File: src/rtl/register_access_sequencer_pkg.sv
// Shared types and default widths for the register access sequencer.
// Holds the FSM state encoding used by the sequencer and its bench.
package register_access_sequencer_pkg;

  localparam int unsigned DATA_W  = 8;
  localparam int unsigned ADDR_W  = 3;
  localparam int unsigned CNT_W   = 8;
  localparam int unsigned TIMEOUT = 15;

  typedef enum logic [1:0] {
    S_IDLE  = 2'd0,
    S_READ  = 2'd1,
    S_EXEC  = 2'd2,
    S_WRITE = 2'd3
  } state_t;

endpackage

File: src/rtl/register_access_sequencer_if.sv
// Decoder / register-file / execute-unit signals seen by the sequencer.
// master = sequencer side, slave = environment (decoder, regfile, ALU).
interface register_access_sequencer_if #(
  parameter int unsigned DATA_W = register_access_sequencer_pkg::DATA_W,
  parameter int unsigned ADDR_W = register_access_sequencer_pkg::ADDR_W,
  parameter int unsigned CNT_W  = register_access_sequencer_pkg::CNT_W
);

  logic              instr_valid;
  logic              instr_ready;
  logic [ADDR_W-1:0] instr_ra;
  logic [ADDR_W-1:0] instr_rb;
  logic [ADDR_W-1:0] instr_rd;
  logic              instr_wb;

  logic              Enable_Read_Data_A;
  logic              Enable_Read_Data_B;
  logic [ADDR_W-1:0] Data_A_address;
  logic [ADDR_W-1:0] Data_B_address;
  logic [DATA_W-1:0] Data_out_A;
  logic [DATA_W-1:0] Data_out_B;
  logic              Enable_write;
  logic [DATA_W-1:0] Data_write;
  logic [ADDR_W-1:0] Data_write_address;

  logic              op_valid;
  logic [DATA_W-1:0] op_a;
  logic [DATA_W-1:0] op_b;
  logic              res_valid;
  logic [DATA_W-1:0] res_data;

  logic              err_timeout;
  logic [CNT_W-1:0]  retired_cnt;

  modport master (
    input  instr_valid, instr_ra, instr_rb, instr_rd, instr_wb,
    input  Data_out_A, Data_out_B, res_valid, res_data,
    output instr_ready, Enable_Read_Data_A, Enable_Read_Data_B,
    output Data_A_address, Data_B_address,
    output Enable_write, Data_write, Data_write_address,
    output op_valid, op_a, op_b, err_timeout, retired_cnt
  );

  modport slave (
    output instr_valid, instr_ra, instr_rb, instr_rd, instr_wb,
    output Data_out_A, Data_out_B, res_valid, res_data,
    input  instr_ready, Enable_Read_Data_A, Enable_Read_Data_B,
    input  Data_A_address, Data_B_address,
    input  Enable_write, Data_write, Data_write_address,
    input  op_valid, op_a, op_b, err_timeout, retired_cnt
  );

endinterface

File: src/rtl/register_access_sequencer.sv
// Sequences one instruction: read both operands, wait for the execute result,
// then optionally write it back. Every output is a register.
module register_access_sequencer #(
  parameter int unsigned DATA_W  = register_access_sequencer_pkg::DATA_W,
  parameter int unsigned ADDR_W  = register_access_sequencer_pkg::ADDR_W,
  parameter int unsigned TIMEOUT = register_access_sequencer_pkg::TIMEOUT,
  parameter int unsigned CNT_W   = register_access_sequencer_pkg::CNT_W
) (
  input logic                          clk,
  input logic                          rst_n,
  register_access_sequencer_if.master  bus
);

  import register_access_sequencer_pkg::*;

  localparam int unsigned WAIT_W = $clog2(TIMEOUT + 1);

  state_t            state, state_nxt;
  logic [ADDR_W-1:0] rd_q, rd_nxt;
  logic              wb_q, wb_nxt;
  logic [WAIT_W-1:0] wait_q, wait_nxt;

  logic              ready_q, ready_nxt;
  logic              rd_en_q, rd_en_nxt;
  logic [ADDR_W-1:0] addr_a_q, addr_a_nxt;
  logic [ADDR_W-1:0] addr_b_q, addr_b_nxt;
  logic              we_q, we_nxt;
  logic [DATA_W-1:0] wdata_q, wdata_nxt;
  logic [ADDR_W-1:0] waddr_q, waddr_nxt;
  logic              op_valid_q, op_valid_nxt;
  logic [DATA_W-1:0] op_a_q, op_a_nxt;
  logic [DATA_W-1:0] op_b_q, op_b_nxt;
  logic              err_q, err_nxt;
  logic [CNT_W-1:0]  cnt_q, cnt_nxt;

  always_ff @(posedge clk or negedge rst_n) begin
    if (!rst_n) begin
      state      <= S_IDLE;
      rd_q       <= '0;
      wb_q       <= 1'b0;
      wait_q     <= '0;
      ready_q    <= 1'b1;
      rd_en_q    <= 1'b0;
      addr_a_q   <= '0;
      addr_b_q   <= '0;
      we_q       <= 1'b0;
      wdata_q    <= '0;
      waddr_q    <= '0;
      op_valid_q <= 1'b0;
      op_a_q     <= '0;
      op_b_q     <= '0;
      err_q      <= 1'b0;
      cnt_q      <= '0;
    end else begin
      state      <= state_nxt;
      rd_q       <= rd_nxt;
      wb_q       <= wb_nxt;
      wait_q     <= wait_nxt;
      ready_q    <= ready_nxt;
      rd_en_q    <= rd_en_nxt;
      addr_a_q   <= addr_a_nxt;
      addr_b_q   <= addr_b_nxt;
      we_q       <= we_nxt;
      wdata_q    <= wdata_nxt;
      waddr_q    <= waddr_nxt;
      op_valid_q <= op_valid_nxt;
      op_a_q     <= op_a_nxt;
      op_b_q     <= op_b_nxt;
      err_q      <= err_nxt;
      cnt_q      <= cnt_nxt;
    end
  end

  // Outputs are computed one cycle ahead so they line up with the state they belong to.
  always_comb begin
    state_nxt    = state;
    rd_nxt       = rd_q;
    wb_nxt       = wb_q;
    wait_nxt     = wait_q;
    rd_en_nxt    = 1'b0;
    addr_a_nxt   = '0;
    addr_b_nxt   = '0;
    we_nxt       = 1'b0;
    wdata_nxt    = '0;
    waddr_nxt    = '0;
    op_valid_nxt = 1'b0;
    op_a_nxt     = op_a_q;
    op_b_nxt     = op_b_q;
    err_nxt      = 1'b0;
    cnt_nxt      = cnt_q;

    case (state)
      S_IDLE: begin
        if (bus.instr_valid) begin
          state_nxt  = S_READ;
          rd_nxt     = bus.instr_rd;
          wb_nxt     = bus.instr_wb;
          rd_en_nxt  = 1'b1;
          addr_a_nxt = bus.instr_ra;
          addr_b_nxt = bus.instr_rb;
        end
      end
      S_READ: begin
        state_nxt    = S_EXEC;
        op_a_nxt     = bus.Data_out_A;
        op_b_nxt     = bus.Data_out_B;
        op_valid_nxt = 1'b1;
        wait_nxt     = '0;
      end
      S_EXEC: begin
        // A result arriving on the final wait cycle still beats the timeout.
        if (bus.res_valid) begin
          if (wb_q) begin
            state_nxt = S_WRITE;
            we_nxt    = 1'b1;
            wdata_nxt = bus.res_data;
            waddr_nxt = rd_q;
          end else begin
            state_nxt = S_IDLE;
            cnt_nxt   = cnt_q + CNT_W'(1);
          end
        end else if (wait_q == WAIT_W'(TIMEOUT - 1)) begin
          state_nxt = S_IDLE;
          err_nxt   = 1'b1;
        end else begin
          wait_nxt     = wait_q + WAIT_W'(1);
          op_valid_nxt = 1'b1;
        end
      end
      S_WRITE: begin
        state_nxt = S_IDLE;
        cnt_nxt   = cnt_q + CNT_W'(1);
      end
      default: state_nxt = S_IDLE;
    endcase

    ready_nxt = (state_nxt == S_IDLE);
  end

  assign bus.instr_ready        = ready_q;
  assign bus.Enable_Read_Data_A = rd_en_q;
  assign bus.Enable_Read_Data_B = rd_en_q;
  assign bus.Data_A_address     = addr_a_q;
  assign bus.Data_B_address     = addr_b_q;
  assign bus.Enable_write       = we_q;
  assign bus.Data_write         = wdata_q;
  assign bus.Data_write_address = waddr_q;
  assign bus.op_valid           = op_valid_q;
  assign bus.op_a               = op_a_q;
  assign bus.op_b               = op_b_q;
  assign bus.err_timeout        = err_q;
  assign bus.retired_cnt        = cnt_q;

endmodule
File: src/flat_wrapper.sv
// flat-port wrapper written by rule: the top's interface ports become plain ports
module register_access_sequencer_flat import register_access_sequencer_pkg::*;
#(
  parameter int unsigned DATA_W  = register_access_sequencer_pkg::DATA_W,
  parameter int unsigned ADDR_W  = register_access_sequencer_pkg::ADDR_W,
  parameter int unsigned TIMEOUT = register_access_sequencer_pkg::TIMEOUT,
  parameter int unsigned CNT_W   = register_access_sequencer_pkg::CNT_W
)
  (clk, rst_n, bus_instr_valid, bus_instr_ra, bus_instr_rb, bus_instr_rd, bus_instr_wb, bus_Data_out_A, bus_Data_out_B, bus_res_valid, bus_res_data, bus_instr_ready, bus_Enable_Read_Data_A, bus_Enable_Read_Data_B, bus_Data_A_address, bus_Data_B_address, bus_Enable_write, bus_Data_write, bus_Data_write_address, bus_op_valid, bus_op_a, bus_op_b, bus_err_timeout, bus_retired_cnt);
  register_access_sequencer_if #(.DATA_W(DATA_W), .ADDR_W(ADDR_W), .CNT_W(CNT_W)) bus_i ();
  input logic clk;
  input logic rst_n;
  input wire logic [$bits(bus_i.instr_valid)-1:0] bus_instr_valid;
  input wire logic [$bits(bus_i.instr_ra)-1:0] bus_instr_ra;
  input wire logic [$bits(bus_i.instr_rb)-1:0] bus_instr_rb;
  input wire logic [$bits(bus_i.instr_rd)-1:0] bus_instr_rd;
  input wire logic [$bits(bus_i.instr_wb)-1:0] bus_instr_wb;
  input wire logic [$bits(bus_i.Data_out_A)-1:0] bus_Data_out_A;
  input wire logic [$bits(bus_i.Data_out_B)-1:0] bus_Data_out_B;
  input wire logic [$bits(bus_i.res_valid)-1:0] bus_res_valid;
  input wire logic [$bits(bus_i.res_data)-1:0] bus_res_data;
  output wire logic [$bits(bus_i.instr_ready)-1:0] bus_instr_ready;
  output wire logic [$bits(bus_i.Enable_Read_Data_A)-1:0] bus_Enable_Read_Data_A;
  output wire logic [$bits(bus_i.Enable_Read_Data_B)-1:0] bus_Enable_Read_Data_B;
  output wire logic [$bits(bus_i.Data_A_address)-1:0] bus_Data_A_address;
  output wire logic [$bits(bus_i.Data_B_address)-1:0] bus_Data_B_address;
  output wire logic [$bits(bus_i.Enable_write)-1:0] bus_Enable_write;
  output wire logic [$bits(bus_i.Data_write)-1:0] bus_Data_write;
  output wire logic [$bits(bus_i.Data_write_address)-1:0] bus_Data_write_address;
  output wire logic [$bits(bus_i.op_valid)-1:0] bus_op_valid;
  output wire logic [$bits(bus_i.op_a)-1:0] bus_op_a;
  output wire logic [$bits(bus_i.op_b)-1:0] bus_op_b;
  output wire logic [$bits(bus_i.err_timeout)-1:0] bus_err_timeout;
  output wire logic [$bits(bus_i.retired_cnt)-1:0] bus_retired_cnt;
  assign bus_i.instr_valid = bus_instr_valid;
  assign bus_i.instr_ra = bus_instr_ra;
  assign bus_i.instr_rb = bus_instr_rb;
  assign bus_i.instr_rd = bus_instr_rd;
  assign bus_i.instr_wb = bus_instr_wb;
  assign bus_i.Data_out_A = bus_Data_out_A;
  assign bus_i.Data_out_B = bus_Data_out_B;
  assign bus_i.res_valid = bus_res_valid;
  assign bus_i.res_data = bus_res_data;
  assign bus_instr_ready = bus_i.instr_ready;
  assign bus_Enable_Read_Data_A = bus_i.Enable_Read_Data_A;
  assign bus_Enable_Read_Data_B = bus_i.Enable_Read_Data_B;
  assign bus_Data_A_address = bus_i.Data_A_address;
  assign bus_Data_B_address = bus_i.Data_B_address;
  assign bus_Enable_write = bus_i.Enable_write;
  assign bus_Data_write = bus_i.Data_write;
  assign bus_Data_write_address = bus_i.Data_write_address;
  assign bus_op_valid = bus_i.op_valid;
  assign bus_op_a = bus_i.op_a;
  assign bus_op_b = bus_i.op_b;
  assign bus_err_timeout = bus_i.err_timeout;
  assign bus_retired_cnt = bus_i.retired_cnt;
  register_access_sequencer #(.DATA_W(DATA_W), .ADDR_W(ADDR_W), .TIMEOUT(TIMEOUT), .CNT_W(CNT_W)) u_core (.clk(clk), .rst_n(rst_n), .bus(bus_i));
endmodule
File: config.mk
export PLATFORM = sky130hd
export DESIGN_NAME = register_access_sequencer_flat
export DESIGN_NICKNAME = d
export VERILOG_FILES = /design/src/rtl/register_access_sequencer_pkg.sv /design/src/rtl/register_access_sequencer_if.sv /design/src/rtl/register_access_sequencer.sv /design/src/flat_wrapper.sv
export SDC_FILE = /design/constraint.sdc
export NUM_CORES = 1
export LEC_CHECK = 0
export CAP_MARGIN = 5
export CORE_MARGIN = 1
export CORE_UTILIZATION = 43
export DETAILED_ROUTE_END_ITERATION = 8
export HOLD_SLACK_MARGIN = 0.1
export PLACE_DENSITY = 0.75
export SLEW_MARGIN = 0
export SYNTH_ARGS = -nofsm -noshare
export SYNTH_HDL_FRONTEND = slang
export SYNTH_SLANG_ARGS = --single-unit
File: constraint.sdc
create_clock -name clk -period 1.9 [get_ports clk]
set_clock_uncertainty 0.15 [all_clocks]
set_input_delay 0.38 -clock clk [delete_from_list [all_inputs] [get_ports clk]]
set_output_delay 0.38 -clock clk [all_outputs]
set_load 0.05 [all_outputs]
==> run_results.csv, run 1 <==
group,metric,value,unit
status,status,"finished, final reports clean",
critical_path,worst-path-max-fanout,7,
critical_path,critical_path_at,1750,ps
cts,cts_tree,"yes",
timing,fin_crit,1710,ps
grt,antenna_found_initial,0,
placement,port-buffer-count,84,
floorplan,floorplan.core_area,0.00488,sq mm
placement,gp_congestion,0.792,
logic_synthesis,synth_sequential_area_ratio,62.5,%
critical_path,critPathRequiredTime,1930,ps
timing,timing.final.crit_share,90.1,%
placement,dp.final_hpwl,3.31,mm
flow_run,timing.max_cap.violations,0,
floorplan,num_rows,25,
grt,grt-ovfl-total,0,
timing,peak_freq,0.584,GHz
grt,grt_first_pass_wirelength,7.19,mm
cells_and_area,areaGrowthSynthToFinish,41.9,%
floorplan,die_height,74.2,um
logic_synthesis,yosysWarningCount,0,
logic_synthesis,synth.ff_latch_count,56,
cts,cts-buffers-inserted,5,
timing,grt_setup_unrepaired,"false",
logic_synthesis,netlist_area,0.00224,sq mm
timing,timing_max_transition_violations_final,0,
logic_synthesis,synthesized_instance_count,164,
routing,drt_pre_antenna_iters,4,
cts,worst_setup_hold_path_clk_slew,90,ps
grt,grt_max_degree,41,
cells_and_area,layout_commonest_cell,"dfrtp_1",
critical_path,endpoint_kind,"flop",
timing,setup_tns,0,ps
cts,cts_num_sinks,56,
cts,post_cts_resized,0,
grt,grt_pass1_vias,1592,
cells_and_area,inserted_diodes,0,
grt,global_route.usage.total,17.3,%
floorplan,die_w,74.2,um
cells_and_area,area.sequential,0.00140,sq mm
floorplan,io_pins,85,
routing,drt-vias-per-instance,4.71,
logic_synthesis,post_synth.cell_area_avg,13.7,sq um
cells_and_area,fillers,412,
routing,wl_per_cell,13.1,um
cells_and_area,layout.cells.non_filler,326,
critical_path,startpoint_kind_of_the_worst_setup_timing_path,"flop",
timing,timing.hold.ws,331,ps
power_and_ir_drop,static-leakage-power,0.00154,uW
power_and_ir_drop,maximum_vdd_drop,959,uV
cts,cts.root.buffer_cell,"clkbuf_8",
floorplan,initial_utilization,46.0,%
cts,post-cts-setup-buffers,0,
power_and_ir_drop,power-per-cell-area,1700,mW/mm^2
cells_and_area,design.final.nets,304,
logic_synthesis,synth_largest_area_cell,"dfrtp_1",
routing,drt.antenna.violating_nets,0,
routing,drt_first_iter_violations,46,
logic_synthesis,synth_top_area_share,61.3,%
critical_path,criticalPathCategory,"flop to flop",
cts,clock_path_buffers,2,
floorplan,die_area,0.00551,sq mm
cts,worstSkewPairLatency,300,ps
logic_synthesis,mappedNetlistNets,209,
logic_synthesis,netlist_top_cells_area,"dfrtp_1, mux2_2, ha_1",
cts,htreeDepth,2,
timing,timing.slew.headroom,67.9,%
routing,drc_errors,0,
cells_and_area,final_cell_mix,"dfrtp_1, buf_4, clkdlybuf4s50_1",
timing,final-setup-viol-count,0,
cells_and_area,layout_cell_share_with_drive_strength_beyond_1,35.5,%
cells_and_area,multiInputGateArea,796,sq um
timing,hold_viol_final,0,
timing,max_slew.worst_pin.slew,481,ps
routing,finalWirelength,4.26,mm
routing,num_vias,1536,
logic_synthesis,synthDistinctLibCells,36,
placement,dp_cells,318,
min_path,worst_hold_path_type,"flop to flop",
## cells in the mapped netlist (all sizes together)
library cell / count
a211oi: 2
a21boi: 1
a21oi: 3
a22o: 1
and2: 12
and3: 7
buf: 4
clkbuf: 1
dfrtp: 55
dfstp: 1
ha: 7
inv: 5
mux2: 21
mux2i: 3
nand2: 9
nand2b: 2
nand3: 9
nand3b: 2
nand4: 1
nand4b: 1
nor2b: 2
nor3: 2
o211ai: 1
o21a: 1
o21ai: 3
o32a: 1
xor2: 7
## logic make-up (layout without fill, tap and decap cells)
logic type,after synthesis,after routing,share of synthesized area (%)
AOI/OAI and AO/OA,13,13,4.29
xor gates and xnor gates,7,7,2.73
adders and majority gates,7,7,3.90
buffers and inverters,10,105,2.01
DFF,56,56,62.5
muxes,24,24,11.9
and+or+nand+nor,47,47,12.7
## cell type report
| cell class | instances | area share, % |
|---|---|---|
| flip-flops and latches | 56 | 44.1 |
| repair buffers | 93 | 25.2 |
| multi-input cells | 98 | 25.0 |
| well taps | 67 | 2.63 |
| clock buffers | 5 | 2.16 |
| inverters | 5 | 0.590 |
| clock inverters | 2 | 0.393 |
## routing by layer
metal | global-route usage, % | share of wire, %
met1 | 20.4 | 42
met5 | 0 | 0
met4 | 7.13 | 2.7
met3 | 4.74 | 6.4
met2 | 29.7 | 49
## power by group
group | total [uW] | internal [uW] | switching (uW) | leakage (uW)
Clock | 600 | 250 | 350 | 0.0000400
Combinational | 2900 | 1070 | 1830 | 0.000799
Sequential | 1910 | 1630 | 283 | 0.000699
Total | 5410 | 2950 | 2460 | 0.00154
## worst paths after layout
check / start / endpoint / cells past startpoint / slack [ps]
setup / recovery: u_core.state[1]$_DFF_PN0_ / u_core.bus.retired_cnt[1]$_DFFE_PN0P_ / 4 / 190
hold / removal: u_core.rd_q[1]$_DFFE_PN0P_ / u_core.bus.Data_write_address[1]$_DFF_PN0_ / 1 / 330
setup reg to reg: u_core.state[1]$_DFF_PN0_ / u_core.bus.retired_cnt[1]$_DFFE_PN0P_ / 4 / 190
hold reg to reg: u_core.rd_q[1]$_DFFE_PN0P_ / u_core.bus.Data_write_address[1]$_DFF_PN0_ / 1 / 330
max in group asynchronous: rst_n / u_core.bus.instr_ready$_DFF_PN1_ / 3 / 720
min in group asynchronous: rst_n / u_core.bus.op_a[6]$_DFFE_PN0P_ / 3 / 400
## what timing repair did
item	in CTS	in global routing
hold buffers	1	0
hold endpoints to repair	55	0
setup endpoints to repair	0	0
## per-stage QoR
stage / util, % / setup slack (ps) / area, sq um / total power [uW]
3_5_place_dp: 63.4 / 6.36 / 3090 / 4870
5_1_grt: 65.2 / 105 / 3180 / 5740
2_1_floorplan: - / 247 / 2240 / 3920
3_3_place_gp: 63.4 / 43.0 / 3090 / 4820
4_1_cts: 65.2 / 182 / 3180 / 5470
6_report: 65.2 / 187 / 3180 / 5410
## flip-flops by register name, indices dropped and copies added (netlist names), 2 cells and up
| register | flops |
|---|---|
| u_core.rd_q | 3 |
| u_core.bus.Data_write | 8 |
| u_core.bus.Data_A_address | 3 |
| u_core.bus.retired_cnt | 8 |
| u_core.state | 2 |
| u_core.bus.Data_write_address | 3 |
| u_core.bus.op_b | 8 |
| u_core.bus.op_a | 8 |
| u_core.bus.Data_B_address | 3 |
| u_core.wait_q | 4 |
## worst max-delay path: stages (launching register included)
cell and delay (ps):
dfrtp_1 450, ha_1 300, nand2b_2 250, nand2_1 110, mux2_1 330
(Power assumes the default switching activity.)
==> run 2, diff against run 1 <==
--- a/constraint.sdc
+++ b/constraint.sdc
@@ -4,2 +4,2 @@
 set_output_delay 0.38 -clock clk [all_outputs]
-set_load 0.05 [all_outputs]
+set_load 0.02 [all_outputs]
==> run 2 against run 1 <==
Non-clock buffer count unchanged. Sequential power about the same. Highest routed layer unchanged. Sequential cell count unchanged. Sequential share of layout area down 1.6 points. Global-route usage is 0.35 points higher. Worst setup slack got worse by 130 ps. Register-to-register slack got worse by 20 ps. Cell area up 3.7%. Maximum frequency decreased by 7.0%.
==> run_results.csv, run 2 (synthesis gave the netlist of run 1 again) <==
group,metric,value,unit
cells_and_area,areaGrowthSynthToFinish,47.1,%
routing,wl_per_cell,13.4,um
min_path,holdCritStartpoint,"u_core.bus.retired_cnt[7]$_DFFE_PN0P_",
timing,grt_setup_unrepaired,"false",
grt,grt_pass1_vias,1528,
min_path,min_delay_path_depth,1,
critical_path,criticalPathCategory,"flop to output port",
floorplan,die_height,74.2,um
cts,worst_setup_hold_path_clk_slew,90,ps
timing,final-setup-viol-count,0,
cts,cts.root.buffer_cell,"clkbuf_8",
timing,timing.slew.headroom,72.3,%
grt,grt_first_pass_wirelength,7.14,mm
grt,gr-usage-met1,21.8,%
cells_and_area,layout_commonest_cell,"clkdlybuf4s50_1",
grt,grt_util_met3,3.79,%
critical_path,cpPeakStageDelay,620,ps
cts,worstSkewPairLatency,310,ps
timing,timing.final.crit_share,96.9,%
cts,clock_path_buffers,2,
critical_path,capture_point_of_the_worst_reg_to_reg_path,"u_core.bus.retired_cnt[1]$_DFFE_PN0P_",
critical_path,path_cells,"clkdlybuf4s50_1",
power_and_ir_drop,static-leakage-power,0.00149,uW
critical_path,regToRegStartpoint,"u_core.state[1]$_DFF_PN0_",
floorplan,initial_utilization,46.0,%
grt,grt_max_degree,25,
cells_and_area,inserted_diodes,0,
placement,port-buffer-count,84,
status,status,"finished, final reports clean",
floorplan,num_rows,25,
floorplan,floorplan.core_area,0.00488,sq mm
floorplan,die_w,74.2,um
cts,cts_tree,"yes",
cts,cts-buffers-inserted,5,
cts,htreeDepth,2,
grt,grt-ovfl-total,0,
grt,grtUsageMet2,28.9,%
timing,setup_tns,0,ps
cells_and_area,final_cell_mix,"clkdlybuf4s50_1, dfrtp_1, mux2_2",
routing,drt.antenna.violating_nets,0,
power_and_ir_drop,maximum_vdd_drop,782,uV
timing,peak_freq,0.543,GHz
cells_and_area,layout_cell_share_with_drive_strength_beyond_1,16.9,%
placement,dp.final_hpwl,3.34,mm
routing,drt-vias-per-instance,4.71,
routing,drt_first_iter_violations,38,
cells_and_area,layout.core_utilization,67.6,%
critical_path,timing.critical_path.slowest_stage_cell,"clkdlybuf4s50_1",
critical_path,critPathRequiredTime,1370,ps
grt,antenna_found_initial,0,
routing,finalWirelength,4.38,mm
cells_and_area,design.final.nets,304,
critical_path,cp.buffers_inverters,1,
critical_path,timing.critical_path.from,"u_core.bus.retired_cnt[5]$_DFFE_PN0P_",
critical_path,endpoint_kind,"output port",
flow_run,timing.max_cap.violations,0,
placement,gp_congestion,0.788,
critical_path,worst-path-max-fanout,3,
routing,drt_pre_antenna_iters,4,
cts,cts_num_sinks,56,
timing,timing_max_transition_violations_final,0,
min_path,holdPathEnd,"u_core.bus.retired_cnt[7]$_DFFE_PN0P_",
grt,global_route.usage.total,17.6,%
critical_path,startpoint_kind_of_the_worst_setup_timing_path,"flop",
critical_path,critical_path_at,1310,ps
routing,num_vias,1540,
floorplan,io_pins,85,
routing,drc_errors,0,
critical_path,reg2reg_setup_slack,170,ps
critical_path,reg2regPathDepth,4,
timing,hold_viol_final,0,
power_and_ir_drop,power-per-cell-area,1420,mW/mm^2
min_path,worst_hold_path_type,"flop to flop",
critical_path,critical-path-top-delay-family,"buffers and inverters",
grt,top_usage_layer,"met2",
timing,max_slew.worst_pin.slew,415,ps
floorplan,die_area,0.00551,sq mm
timing,fin_crit,1840,ps
[run 2: routing by layer]
| metal | vias to the layer above | routed length [um] |
|---|---|---|
| met5 | - | 0 |
| met4 | 0 | 131 |
| met3 | 11 | 264 |
| met2 | 52 | 2120 |
| met1 | 730 | 1860 |
| li1 | 747 | - |
[run 2: worst max-delay path by stage]
stage          slack [ps]  cells past startpoint                                    end
5_1_grt                20                      1                     bus_retired_cnt[5]
3_3_place_gp           40                      4  u_core.bus.retired_cnt[1]$_DFFE_PN0P_
3_5_place_dp          -10                      4  u_core.bus.retired_cnt[1]$_DFFE_PN0P_
6_report               60                      1                     bus_retired_cnt[5]
4_1_cts                30                      1                     bus_retired_cnt[6]
2_1_floorplan         250                      5         u_core.bus.op_a[7]$_DFFE_PN0P_
[run 2: final cells by class]
class	count	area, sq um
inverters	5	18.8
well taps	67	83.8
multi-input cells	98	796
flip-flops and latches	56	1400
repair buffers	93	913
clock inverters	1	8.76
fillers	396	1580
clock buffers	7	76.3
[run 2: through the flow]
stage | total power [uW] | cell area (sq um) | setup slack, ps | hold WS (ps) | std cells
2_1_floorplan | 3140 | 2240 | 247 | -65.6 | 164
3_3_place_gp | 4110 | 3210 | 41.1 | 187 | 318
3_5_place_dp | 4170 | 3210 | -13.8 | 189 | 318
4_1_cts | 4750 | 3300 | 25.1 | 330 | 327
5_1_grt | 5000 | 3300 | 19.6 | 351 | 327
6_report | 4700 | 3300 | 58.8 | 323 | 327
[run 2: report_power, final]
group | switching [uW] | internal [uW] | leakage [uW]
Clock | 362 | 264 | 0.0000424
Sequential | 275 | 1630 | 0.000699
Combinational | 1040 | 1130 | 0.000748
[run 2: what timing repair did]
action | in CTS | in global routing
endpoints found under the hold margin | 15 | 0
endpoints found under the setup margin | 6 | 1
setup buffers | 0 | 0
gates cloned | 0 | 0
gates resized for setup | 6 | 1
hold buffers | 1 | 0
==> run 3, diff against run 2 <==
--- a/config.mk
+++ b/config.mk
@@ -10,2 +10,3 @@
 export CORE_UTILIZATION = 43
+export CTS_CLUSTER_DIAMETER = 30
 export DETAILED_ROUTE_END_ITERATION = 8
@@ -13,2 +14,3 @@
 export PLACE_DENSITY = 0.75
+export SKIP_CTS_REPAIR_TIMING = 1
 export SLEW_MARGIN = 0
--- a/constraint.sdc
+++ b/constraint.sdc
@@ -4,2 +4,2 @@
 set_output_delay 0.38 -clock clk [all_outputs]
-set_load 0.02 [all_outputs]
+set_load 0.005 [all_outputs]
==> run 3 against run 2 <==
Worst setup slack gained 20 ps. Combinational power shrank 17%. Sequential cell count is the same. Sequential power is essentially flat. Critical path depth is the same. Sequential share of layout area shrank 0.075 points. Total power shrank 7.6%. Utilization grew 0.18 points. Critical path type unchanged. Largest power group is now registers.
==> run_results.csv, run 3 (synthesis gave the netlist of run 1 again) <==
group,metric,value,unit
critical_path,criticalPathCategory,"flop to output port",
grt,grt-ovfl-total,0,
floorplan,die_w,74.2,um
floorplan,die_height,74.2,um
critical_path,timing.critical_path.slowest_stage_cell,"clkdlybuf4s50_1",
cells_and_area,fillers,388,
flow_run,timing.max_cap.violations,0,
cells_and_area,post-route-cell-area,0.00331,sq mm
min_path,holdPathEnd,"u_core.bus.retired_cnt[7]$_DFFE_PN0P_",
routing,drt_first_iter_violations,39,
floorplan,io_pins,85,
cells_and_area,inserted_diodes,0,
floorplan,die_area,0.00551,sq mm
routing,drt_pre_antenna_iters,4,
status,status,"finished, final reports clean",
critical_path,endpoint_kind,"output port",
cells_and_area,final_cell_mix,"clkdlybuf4s50_1, dfrtp_1, mux2_2",
cells_and_area,layout_cell_share_with_drive_strength_beyond_1,17.3,%
timing,fin_crit,1820,ps
cts,clock_path_buffers,2,
critical_path,critical_path_at,1290,ps
critical_path,critPathRequiredTime,1370,ps
routing,wl_per_cell,13.4,um
routing,finalWirelength,4.38,mm
placement,gp_congestion,0.788,
placement,dp.final_hpwl,3.34,mm
routing,drt.antenna.violating_nets,0,
critical_path,reg2regPathDepth,4,
routing,drc_errors,0,
routing,m1WireLength,1.88,mm
cts,htreeDepth,2,
power_and_ir_drop,static-leakage-power,0.00149,uW
routing,detailed_routed_wire_length_on_met3,264,um
grt,grt_pass1_vias,1531,
cts,cts_tree,"yes",
critical_path,reg2reg_setup_slack,170,ps
routing,top_layer,"met4",
floorplan,floorplan.core_area,0.00488,sq mm
timing,max_slew.worst_pin.slew,415,ps
grt,antenna_found_initial,0,
routing,drt-vias-per-instance,4.71,
timing,timing.slew.headroom,72.3,%
critical_path,critical-path-top-delay-family,"buffers and inverters",
routing,num_vias,1541,
critical_path,cpPeakStageDelay,540,ps
timing,hold_viol_final,0,
placement,dpl-instance-area,0.00321,sq mm
cts,cts-buffers-inserted,5,
cells_and_area,areaGrowthSynthToFinish,47.5,%
min_path,min_delay_path_depth,1,
timing,timing.final.crit_share,95.8,%
timing,final-setup-viol-count,0,
grt,grt_first_pass_wirelength,7.09,mm
floorplan,num_rows,25,
cts,cts.root.buffer_cell,"clkbuf_8",
grt,global_route.usage.total,17.4,%
critical_path,path_cells,"clkdlybuf4s50_1",
floorplan,initial_utilization,46.0,%
cts,worst_setup_hold_path_clk_slew,90,ps
critical_path,capture_point_of_the_worst_reg_to_reg_path,"u_core.bus.retired_cnt[1]$_DFFE_PN0P_",
power_and_ir_drop,power-per-cell-area,1310,mW/mm^2
critical_path,cp.buffers_inverters,1,
routing,routed-wl-met2,2.11,mm
power_and_ir_drop,maximum_vdd_drop,764,uV
timing,grt_setup_unrepaired,"false",
timing,timing_max_transition_violations_final,0,
grt,grt_max_degree,25,
min_path,holdCritStartpoint,"u_core.bus.retired_cnt[7]$_DFFE_PN0P_",
critical_path,startpoint_kind_of_the_worst_setup_timing_path,"flop",
cells_and_area,layout_commonest_cell,"clkdlybuf4s50_1",
critical_path,timing.critical_path.from,"u_core.bus.retired_cnt[0]$_DFFE_PN0P_",
critical_path,regToRegStartpoint,"u_core.state[1]$_DFF_PN0_",
cts,worstSkewPairLatency,300,ps
min_path,worst_hold_path_type,"flop to flop",
cells_and_area,design.final.nets,304,
critical_path,worst-path-max-fanout,6,
timing,peak_freq,0.549,GHz
cts,cts_num_sinks,56,
cells_and_area,layout.core_utilization,67.8,%
placement,port-buffer-count,84,
[run 3: how the worst max path moves through the flow]
stage                                                  endpoint  slack (ps)  depth (start not counted)
after floorplan                  u_core.bus.op_a[7]$_DFFE_PN0P_         250                          5
after global placement    u_core.bus.retired_cnt[1]$_DFFE_PN0P_          40                          4
after detailed placement  u_core.bus.retired_cnt[1]$_DFFE_PN0P_         -10                          4
after CTS                                       bus_instr_ready          20                          1
after global routing                         bus_retired_cnt[3]          20                          1
final                                        bus_retired_cnt[0]          80                          1
[run 3: layout make-up]
cell class                 count  area, sq um  area share, %
clock buffer                   7         76.3           2.31
timing repair buffer          93          921           27.8
inverter                       5         18.8          0.567
tap                           67         83.8           2.53
multi-input combinational     98          796           24.1
clock inverter                 1         8.76          0.265
sequential                    56         1400           42.4
[run 3: power breakdown]
| group | internal (uW) | switching, uW |
|---|---|---|
| sequential | 1630 | 275 |
| combinational | 1170 | 643 |
| clock | 264 | 361 |
| total | 3060 | 1280 |
[run 3: metrics by stage]
step                      setup slack [ps]  cells  total power (uW)  setup TNS (ps)  hold WS, ps
after floorplan                        247    164              2740               0        -65.6
after global routing                  23.9    327              4650               0          351
final                                 79.3    327              4340               0          325
after global placement                41.1    318              3710               0          187
after detailed placement             -13.8    318              3760           -13.8          189
after CTS                             23.4    326              4390               0         -151
[run 3: metal layers]
metal / global-route usage [%] / up-vias
met4: 9.64 / 0
met2: 28.7 / 52
met5: 0 / -
met3: 3.79 / 11
met1: 21.4 / 731
li1: - / 747
